`src/rtl/instr_cache.sv`:
```
// instr_cache: direct-mapped, read-only instruction cache that sits between
// the fetch stage and instruction memory. Hits return data combinationally;
// misses fill a whole line from memory and then pulse i_ready for one cycle.
// Define ICACHE_STATS_EN to build saturating hit/miss counters; without it
// the counter ports are tied to zero.
module instr_cache #(
  parameter int WORD_SIZE  = 16,
  parameter int LINE_WORDS = 4,
  parameter int NUM_LINES  = 4
) (
  input  logic                            clk,
  input  logic                            reset,
  input  logic                            i_readC,
  input  logic [WORD_SIZE-1:0]            i_address,
  output logic [WORD_SIZE-1:0]            i_data,
  output logic                            i_cache_hit,
  output logic                            i_ready,
  output logic                            i_mem_read,
  output logic [WORD_SIZE-1:0]            i_mem_addr,
  input  logic [LINE_WORDS*WORD_SIZE-1:0] i_mem_data,
  input  logic                            i_mem_ack,
  output logic [15:0]                     hit_count,
  output logic [15:0]                     miss_count
);

  localparam int OFF_W = $clog2(LINE_WORDS);
  localparam int IDX_W = $clog2(NUM_LINES);
  localparam int TAG_W = WORD_SIZE - OFF_W - IDX_W;

  typedef enum logic [1:0] {IDLE, FILL, DONE} state_e;
  typedef logic [LINE_WORDS-1:0][WORD_SIZE-1:0] line_t;

  state_e               state_q, state_d;
  logic [WORD_SIZE-1:0] miss_addr_q, miss_addr_d;
  logic [NUM_LINES-1:0] valid_q;
  logic [TAG_W-1:0]     tag_q  [NUM_LINES];
  line_t                data_q [NUM_LINES];

  logic [OFF_W-1:0] req_off, miss_off;
  logic [IDX_W-1:0] req_idx, miss_idx;
  logic [TAG_W-1:0] req_tag, miss_tag;
  logic             lookup_hit;
  logic             fill_en;

  assign req_off  = i_address[OFF_W-1:0];
  assign req_idx  = i_address[OFF_W +: IDX_W];
  assign req_tag  = i_address[WORD_SIZE-1 -: TAG_W];
  assign miss_off = miss_addr_q[OFF_W-1:0];
  assign miss_idx = miss_addr_q[OFF_W +: IDX_W];
  assign miss_tag = miss_addr_q[WORD_SIZE-1 -: TAG_W];

  assign lookup_hit = valid_q[req_idx] && (tag_q[req_idx] == req_tag);
  assign fill_en    = (state_q == FILL) && i_mem_ack;

  // Next-state and output decode; outputs default to the idle/no-request view.
  always_comb begin
    state_d     = state_q;
    miss_addr_d = miss_addr_q;
    i_data      = '0;
    i_cache_hit = 1'b1;
    i_ready     = 1'b0;
    i_mem_read  = 1'b0;
    i_mem_addr  = '0;
    case (state_q)
      IDLE: begin
        i_cache_hit = !i_readC || lookup_hit;
        if (i_readC && lookup_hit) begin
          i_data = data_q[req_idx][req_off];
        end else if (i_readC) begin
          miss_addr_d = i_address;
          state_d     = FILL;
        end
      end
      FILL: begin
        i_cache_hit = 1'b0;
        i_mem_read  = 1'b1;
        i_mem_addr  = {miss_addr_q[WORD_SIZE-1:OFF_W], {OFF_W{1'b0}}};
        if (i_mem_ack) begin
          state_d = DONE;
        end
      end
      DONE: begin
        i_ready = 1'b1;
        i_data  = data_q[miss_idx][miss_off];
        state_d = IDLE;
      end
      default: state_d = IDLE;
    endcase
  end

  // State, latched miss address and valid bits; reset invalidates every line.
  always_ff @(posedge clk) begin
    if (reset) begin
      state_q     <= IDLE;
      miss_addr_q <= '0;
      valid_q     <= '0;
    end else begin
      state_q     <= state_d;
      miss_addr_q <= miss_addr_d;
      if (fill_en) begin
        valid_q[miss_idx] <= 1'b1;
      end
    end
  end

  // Tag and line storage, written only when a fill is acknowledged.
  always_ff @(posedge clk) begin
    if (!reset && fill_en) begin
      tag_q[miss_idx]  <= miss_tag;
      data_q[miss_idx] <= i_mem_data;
    end
  end

`ifdef ICACHE_STATS_EN
  logic [15:0] hit_count_q, hit_count_d;
  logic [15:0] miss_count_q, miss_count_d;

  // Saturating counters: served requests in IDLE, and IDLE-to-FILL transitions.
  always_comb begin
    hit_count_d  = hit_count_q;
    miss_count_d = miss_count_q;
    if (state_q == IDLE && i_readC && lookup_hit && hit_count_q != 16'hFFFF) begin
      hit_count_d = hit_count_q + 16'd1;
    end
    if (state_q == IDLE && i_readC && !lookup_hit && miss_count_q != 16'hFFFF) begin
      miss_count_d = miss_count_q + 16'd1;
    end
  end

  // Counter registers, cleared only by reset.
  always_ff @(posedge clk) begin
    if (reset) begin
      hit_count_q  <= '0;
      miss_count_q <= '0;
    end else begin
      hit_count_q  <= hit_count_d;
      miss_count_q <= miss_count_d;
    end
  end

  assign hit_count  = hit_count_q;
  assign miss_count = miss_count_q;
`else
  assign hit_count  = '0;
  assign miss_count = '0;
`endif

endmodule

```
`config.mk`:
```
export PLATFORM = sky130hd
export DESIGN_NAME = instr_cache
export DESIGN_NICKNAME = d
export VERILOG_FILES = /design/src/rtl/instr_cache.sv
export SDC_FILE = /design/constraint.sdc
export NUM_CORES = 1
export LEC_CHECK = 0
export ABC_AREA = 1
export CORE_UTILIZATION = 55
export DETAILED_ROUTE_END_ITERATION = 6
export PLACE_DENSITY = 0.83
export SETUP_SLACK_MARGIN = 0.3
export SYNTH_ARGS = -nofsm -noshare
export SYNTH_HDL_FRONTEND = slang
export SYNTH_SLANG_ARGS = --single-unit
export TNS_END_PERCENT = 30
```
`constraint.sdc`:
```
create_clock -name clk -period 12.03 [get_ports clk]
set_clock_uncertainty 0.15 [all_clocks]
set_input_delay 2.406 -clock clk [delete_from_list [all_inputs] [get_ports clk]]
set_output_delay 2.406 -clock clk [all_outputs]
set_load 0.02 [all_outputs]
```
[Word level (Yosys, flattened, before mapping)]
Memory sizes are Yosys's and may differ from the RTL's. A register that Yosys moved wholly into a read port is not among the register bits.
Index checks and enable logic that the tools add are counted.
Storage, ports and cells
  register bits: 22
  RAM bits: 304
  input bits: 84
  output and inout bits: 67
  word-level logic and storage cells: 51
  memories kept: 2
Memories
  data_q: depth 4, bits a word 64, read ports 2, clocked after Yosys merged registers in 1, write ports 1, line 37  | line_t data_q [NUM_LINES];
  tag_q: depth 4, bits a word 12, read ports 1, clocked after Yosys merged registers in 0, write ports 1, line 36  | logic [TAG_W-1:0] tag_q [NUM_LINES];
Cells by class
  order comparisons: 5
  equal/unequal tests: 6
  muxes and demuxes: 22
  bitwise logic cells: 2
  reductions and logical operators: 11
Operators with widths (count)
  binary-select mux 16 bit (select 2 bit): 2
  2-to-1 mux 16 bit: 4
  one-hot mux 16 bit (2 select lines): 1
  equality test 12 bit: 1
  less-than comparator 2 x 3 -> 1 bit, second input constant: 4
  2-to-1 mux 2 bit: 5
  2-to-1 mux 1 bit: 6
  inequality test 2 bit, second input constant: 3
  AND reduction 3 bit: 2
  logical AND 1 bit: 5
  bitwise OR 4 bit: 1
  one-hot mux 2 bit (2 select lines): 1
  binary-select mux 1 bit (select 2 bit): 1
  demux 1 bit (select 2 bit): 1
  equality test 2 x 1 -> 1 bit, second input constant: 1
  equality test 2 bit, second input constant: 1
  >= comparator 2 x 1 -> 1 bit, second input constant: 1
  zero test 1 bit: 2
  zero test 2 bit: 1
  one-hot mux 1 bit (2 select lines): 1
  logical OR 1 bit: 1
  NOT 1 bit: 1

[Depth between registers and ports, before layout]
  word-level depth: 8
  gate-level depth with buffers: 16
  depth with buffers taken out: 13

[Worst setup path after synthesis]
Ideal clock, no wire load.
  path kind: input-to-reg
  from: input i_mem_ack
  to: memory data_q[0][0] in the netlist's numbering (enable)
  setup time: 0.511 ns
  arrival time: 5.888 ns
  data required time: 11.369 ns
  path slack: 5.480 ns
  stages on the path: 4
  buffers on the path: 0
  cell sequence: inv_1 > nor2_1 > nand2_1 > nor2_1
On the way
  cells in the longest elaborated chain, start to end: 4
RTL lines
  start: declaration: line 21  | input logic i_mem_ack,
  logical AND 1 bit: line 53  | assign fill_en = (state_q == FILL) && i_mem_ack;
  logical AND 1 bit: line 108  | if (!reset && fill_en) begin
  2-to-1 mux 1 bit: line 108
  2-to-1 mux 1 bit (implied by the code): line 110  | data_q[miss_idx] <= i_mem_data;
  end: declaration: line 37
Every way passes these cells.

[Worst setup path in the final report]
  from: input i_address[3]
  to: output i_cache_hit
On the way
  cells in the longest elaborated chain, start to end: 5
  elaborated cells on any way between the ends: 7
  classes of those cells: eq/ne (1); mux (3); reduce/logical (2); memory (1)
RTL lines
  start: declaration: line 14  | input logic [WORD_SIZE-1:0] i_address,
  memory (4 x 12 bit) or binary-select mux 1 bit (select 2 bit) (tied branches)
  equality test 12 bit or 2-to-1 mux 1 bit (tied branches): line 52  | assign lookup_hit = valid_q[req_idx] && (tag_q[req_idx] == req_tag);
  logical AND 1 bit (*): line 52
  logical OR 1 bit (*): line 66  | i_cache_hit = !i_readC || lookup_hit;
  one-hot mux 1 bit (2 select lines) (*): line 64  | case (state_q)
  end: declaration: line 16  | output logic i_cache_hit,
Mark *: on every way between the ends. The rest lies on a longest branch, timed or not. The select of a mux whose other input is x is not followed.

==> metrics.log <==
[metrics] Worst-Skew Late Latency: 0.51 ns
[metrics] unrepaired setup endpoints after global routing: false
[metrics] worst hold margin: 0.343 ns
[metrics] initial standard-cell utilization of the core: 55.9%
[metrics] number of antenna-violating nets in the routed design: 0
[metrics] number of storage elements in the synthesis netlist: 328
[metrics] number of pins exceeding their max-slew limit in the final report: 0
[metrics] Detailed Routing Iterations Pass 1: 7
[metrics] per-cell routed wire length: 20.6 um
[metrics] worst ir drop on vdd: 0.0953 mV
[metrics] final setup violating endpoints: 0
[metrics] final standard cell count with taps included and fillers excluded: 2165
[metrics] number of buffers between clock root and the deepest sink: 3
[metrics] max-cap violation count: 0
[metrics] half-perimeter wire length after detailed placement: 26100 um
[metrics] hold violation count in the final report: 0
[metrics] Reg-to-Reg Start: state_q[0]
[metrics] actual transition at the worst max-transition pin: 1.17 ns
[metrics] Critical Path, Cell by Cell: buf_2 > buf_4 > inv_2 > nand3_1 > nand2_1 > nand2_1 > nand2_1 > nor2_1 > nand2_1 > nor2_4 > nand2_4 > nand2_1 > nand2_1 > nand2_1 > clkdlybuf4s50_1
[metrics] Register-to-Register Setup Slack: 7.45 ns
[metrics] Setup Crit Path Kind: primary input to output port
[metrics] Post-Synth Adder-Cell Area: 0%
[metrics] minimum period implied by the final worst setup slack: 8.61 ns
[metrics] Post-Syn Area: 16100 sq um
[metrics] number of diodes added for antenna fixing: 0
[metrics] dominant combinational cell family by area after synthesis: compound AO/OA/AOI/OAI gates
[metrics] R2R Path End: data_q[1][42]
[metrics] area of the multi-input gates: 5210 sq um
[metrics] grt ovf: 0
[metrics] clock sinks: 328
[metrics] Post-CTS Resized: 0
[metrics] net count of the finished layout: 1843
[metrics] Compound-Gate Fraction of Synth Area: 16.9%
[metrics] synth-to-layout area growth: 13.8%
[metrics] number of design rule violations left after detail routing: 1
[metrics] category of the worst setup path launch point: primary input
[metrics] most used cell along the critical path: sky130_fd_sc_hd__nand2_1
[metrics] CP Data Required Time: 9.47 ns
[metrics] leakage power of the design: 6.84 nW
[metrics] ranking of synthesized cells by area: sky130_fd_sc_hd__edfxtp_1 57%, sky130_fd_sc_hd__o21ai_0 7.4%, sky130_fd_sc_hd__a21oi_1 6.9%
[metrics] Final Instance Area: 18300 sq um
[metrics] full die area: 30000 sq um
[metrics] CORE AREA: 28800 sq um
[metrics] y dimension of the die: 173 um
[metrics] sequential area share after synthesis: 59.7%
[metrics] H-Tree Depth: 2
[metrics] Via density: 6.26
[metrics] root buffer cell: sky130_fd_sc_hd__clkbuf_16
[metrics] hold crit path type: register to register
[metrics] standard-cell rows: 62
[metrics] Sum Neg Setup Slack: 0 ns
[metrics] quantity of I/O buffers inserted on ports: 116
[metrics] final core utilization: 63.6%
[metrics] cell area after placement: 17300 sq um
[metrics] number of hold-repair buffers added at the cts stage: 0
[metrics] via count of the first global-routing pass: 13000
[metrics] endpoint arrival time on the critical path: 6.06 ns
[metrics] mux contribution to synthesized area: 0%
[metrics] Critical-path top delay cell: sky130_fd_sc_hd__inv_2
[metrics] crit path max fanout: 51
[metrics] routed vias: 13500
[metrics] Setup crit end kind: output port
[metrics] Synth Area in Simple Gates: 14.5%
[metrics] register cell area after layout: 9610 sq um
[metrics] status: complete, but fails checks
[metrics] distinct cell type count after synthesis: 24
[metrics] violated checks: DRC
[metrics] synthesized area per cell: 9.41 sq um
[metrics] clock transition at the registers of the reported paths: 0.05 ns
[metrics] die boundary width: 173 um
[metrics] fillcell total: 2249
[metrics] number of cells traversed by the worst hold path: 2
[metrics] routed wire length: 44700 um
[metrics] CTS Buf Count: 35
[metrics] global-route usage over all layers: 29.5%
[metrics] Slew headroom: 22.3%
[metrics] Total Power Consumption: 2.59 mW
[metrics] final estimated routing congestion in global placement: 0.887
[metrics] post-place setup slack: 3.56 ns
[metrics] sink of the worst hold path: valid_q[3]
[metrics] number of antenna violations at the first check in global routing: 0
[metrics] leading area contributor after synthesis: sky130_fd_sc_hd__edfxtp_1
[metrics] number of cells on the worst reg-to-reg path: 7
[metrics] TritonCTS clock tree: yes
[metrics] number of warnings reported in the yosys synthesis log: 0
[metrics] worst setup slack after layout: 3.42 ns
[metrics] proportion of layout cells with a drive suffix above 1: 4.38%
[metrics] placed cell count: 2106
[metrics] post-route fraction of the period consumed by the critical path: 71.6%
[metrics] largest net degree at the start of global routing: 130
[metrics] xor and xnor fraction of the mapped netlist area: 0%
[metrics] launch point of the worst hold path: valid_q[3]
[metrics] buffers inserted by post-CTS timing repair: 0
[metrics] cell count after synthesis: 1710
[metrics] number of top-level pins: 151
[metrics] fraction of post-synthesis cell area in the top cell type by area: 56.7%
[metrics] DR iter-0 viols: 1984
[metrics] power density over the cells: 141 nW/um^2
[metrics] slowest cell delay on critical path: 0.59 ns
[metrics] Max Clock Freq: 0.116 GHz
[metrics] first-pass GRT wire length: 69600 um
[Yosys cell counts]
cell type and number:
sky130_fd_sc_hd__edfxtp_1 304, sky130_fd_sc_hd__o21ai_0 238, sky130_fd_sc_hd__nand2_1 228, sky130_fd_sc_hd__a21oi_1 223, sky130_fd_sc_hd__nand3_1 200, sky130_fd_sc_hd__inv_1 165, sky130_fd_sc_hd__nor2_1 88, sky130_fd_sc_hd__clkbuf_1 71
sky130_fd_sc_hd__buf_4 38, sky130_fd_sc_hd__o211ai_1 36, sky130_fd_sc_hd__buf_2 31, sky130_fd_sc_hd__dfxtp_1 24, sky130_fd_sc_hd__nand4_1 16, sky130_fd_sc_hd__a211oi_1 15, sky130_fd_sc_hd__buf_1 15, sky130_fd_sc_hd__o22ai_1 4
sky130_fd_sc_hd__buf_6 3, sky130_fd_sc_hd__clkinv_1 3, sky130_fd_sc_hd__inv_2 2, sky130_fd_sc_hd__nor2_4 2, sky130_fd_sc_hd__conb_1 1, sky130_fd_sc_hd__inv_4 1, sky130_fd_sc_hd__nand2_4 1, sky130_fd_sc_hd__nor3b_1 1
[layout make-up]
| class | instances | area share (%) |
|---|---|---|
| sequential | 328 | 52.5 |
| timing repair buffer | 137 | 7.18 |
| clock buffer | 47 | 5.32 |
| inverter | 171 | 3.55 |
| multi-input combinational | 1086 | 28.4 |
| clock inverter | 12 | 0.430 |
| tap | 384 | 2.62 |
[state kept, by name, summed over array words and instances, names as in the netlist, named ones only]
register     count
data_q         256
tag_q           48
valid_q          4
state_q          2
miss_addr_q     16
[metal layers]
| metal | vias to the layer above | share of wire, % | wire length [um] | track usage (%) |
|---|---|---|---|---|
| met5 | - | 0 | 0 | 0 |
| met4 | 0 | 4.0 | 1810 | 14.4 |
| met3 | 167 | 12 | 5470 | 6.13 |
| met2 | 1084 | 48 | 21300 | 48.4 |
| met1 | 6268 | 36 | 16100 | 37.6 |
| li1 | 6027 | - | - | - |
[kinds of logic after synthesis]
kind of cell,Yosys count
buf+inv,329
compound gates,516
other cells,1
simple gates,536
flops,328
[worst max-delay path by stage]
stage            startpoint           end  slack [ns]
2_1_floorplan     i_mem_ack  data_q[0][0]        5.48
3_3_place_gp   i_address[3]   i_cache_hit        3.67
3_5_place_dp   i_address[3]   i_cache_hit        3.56
4_1_cts        i_address[3]   i_cache_hit        3.56
5_1_grt        i_address[2]   i_cache_hit        3.27
6_report       i_address[3]   i_cache_hit        3.42
[worst max-delay path: cells and delay by family]
kind	cells	cell delay, ns
buffers and inverters	4	1.80
and+or+nand+nor	11	1.81
[power by group]
group | total, mW | switching [mW] | internal, mW
Clock | 1.01 | 0.422 | 0.586
Combinational | 0.303 | 0.207 | 0.0964
Sequential | 1.28 | 0.0136 | 1.26
[placed cells by master (no fill, tap or decap), types with 3 or more instances in the layout]
cell type	count
sky130_fd_sc_hd__edfxtp_1	304
sky130_fd_sc_hd__o21ai_0	238
sky130_fd_sc_hd__nand2_1	228
sky130_fd_sc_hd__a21oi_1	223
sky130_fd_sc_hd__nand3_1	200
sky130_fd_sc_hd__inv_1	165
sky130_fd_sc_hd__clkdlybuf4s50_1	114
sky130_fd_sc_hd__nor2_1	84
sky130_fd_sc_hd__clkbuf_16	37
sky130_fd_sc_hd__o211ai_1	36
sky130_fd_sc_hd__conb_1	34
sky130_fd_sc_hd__dfxtp_1	23
sky130_fd_sc_hd__buf_4	21
sky130_fd_sc_hd__nand4_1	16
sky130_fd_sc_hd__a211oi_1	15
sky130_fd_sc_hd__clkinv_1	10
sky130_fd_sc_hd__clkbuf_1	9
sky130_fd_sc_hd__nor2_4	6
sky130_fd_sc_hd__o22ai_1	4
sky130_fd_sc_hd__clkinv_2	3
No activity file was read; power rests on OpenSTA's default activity.
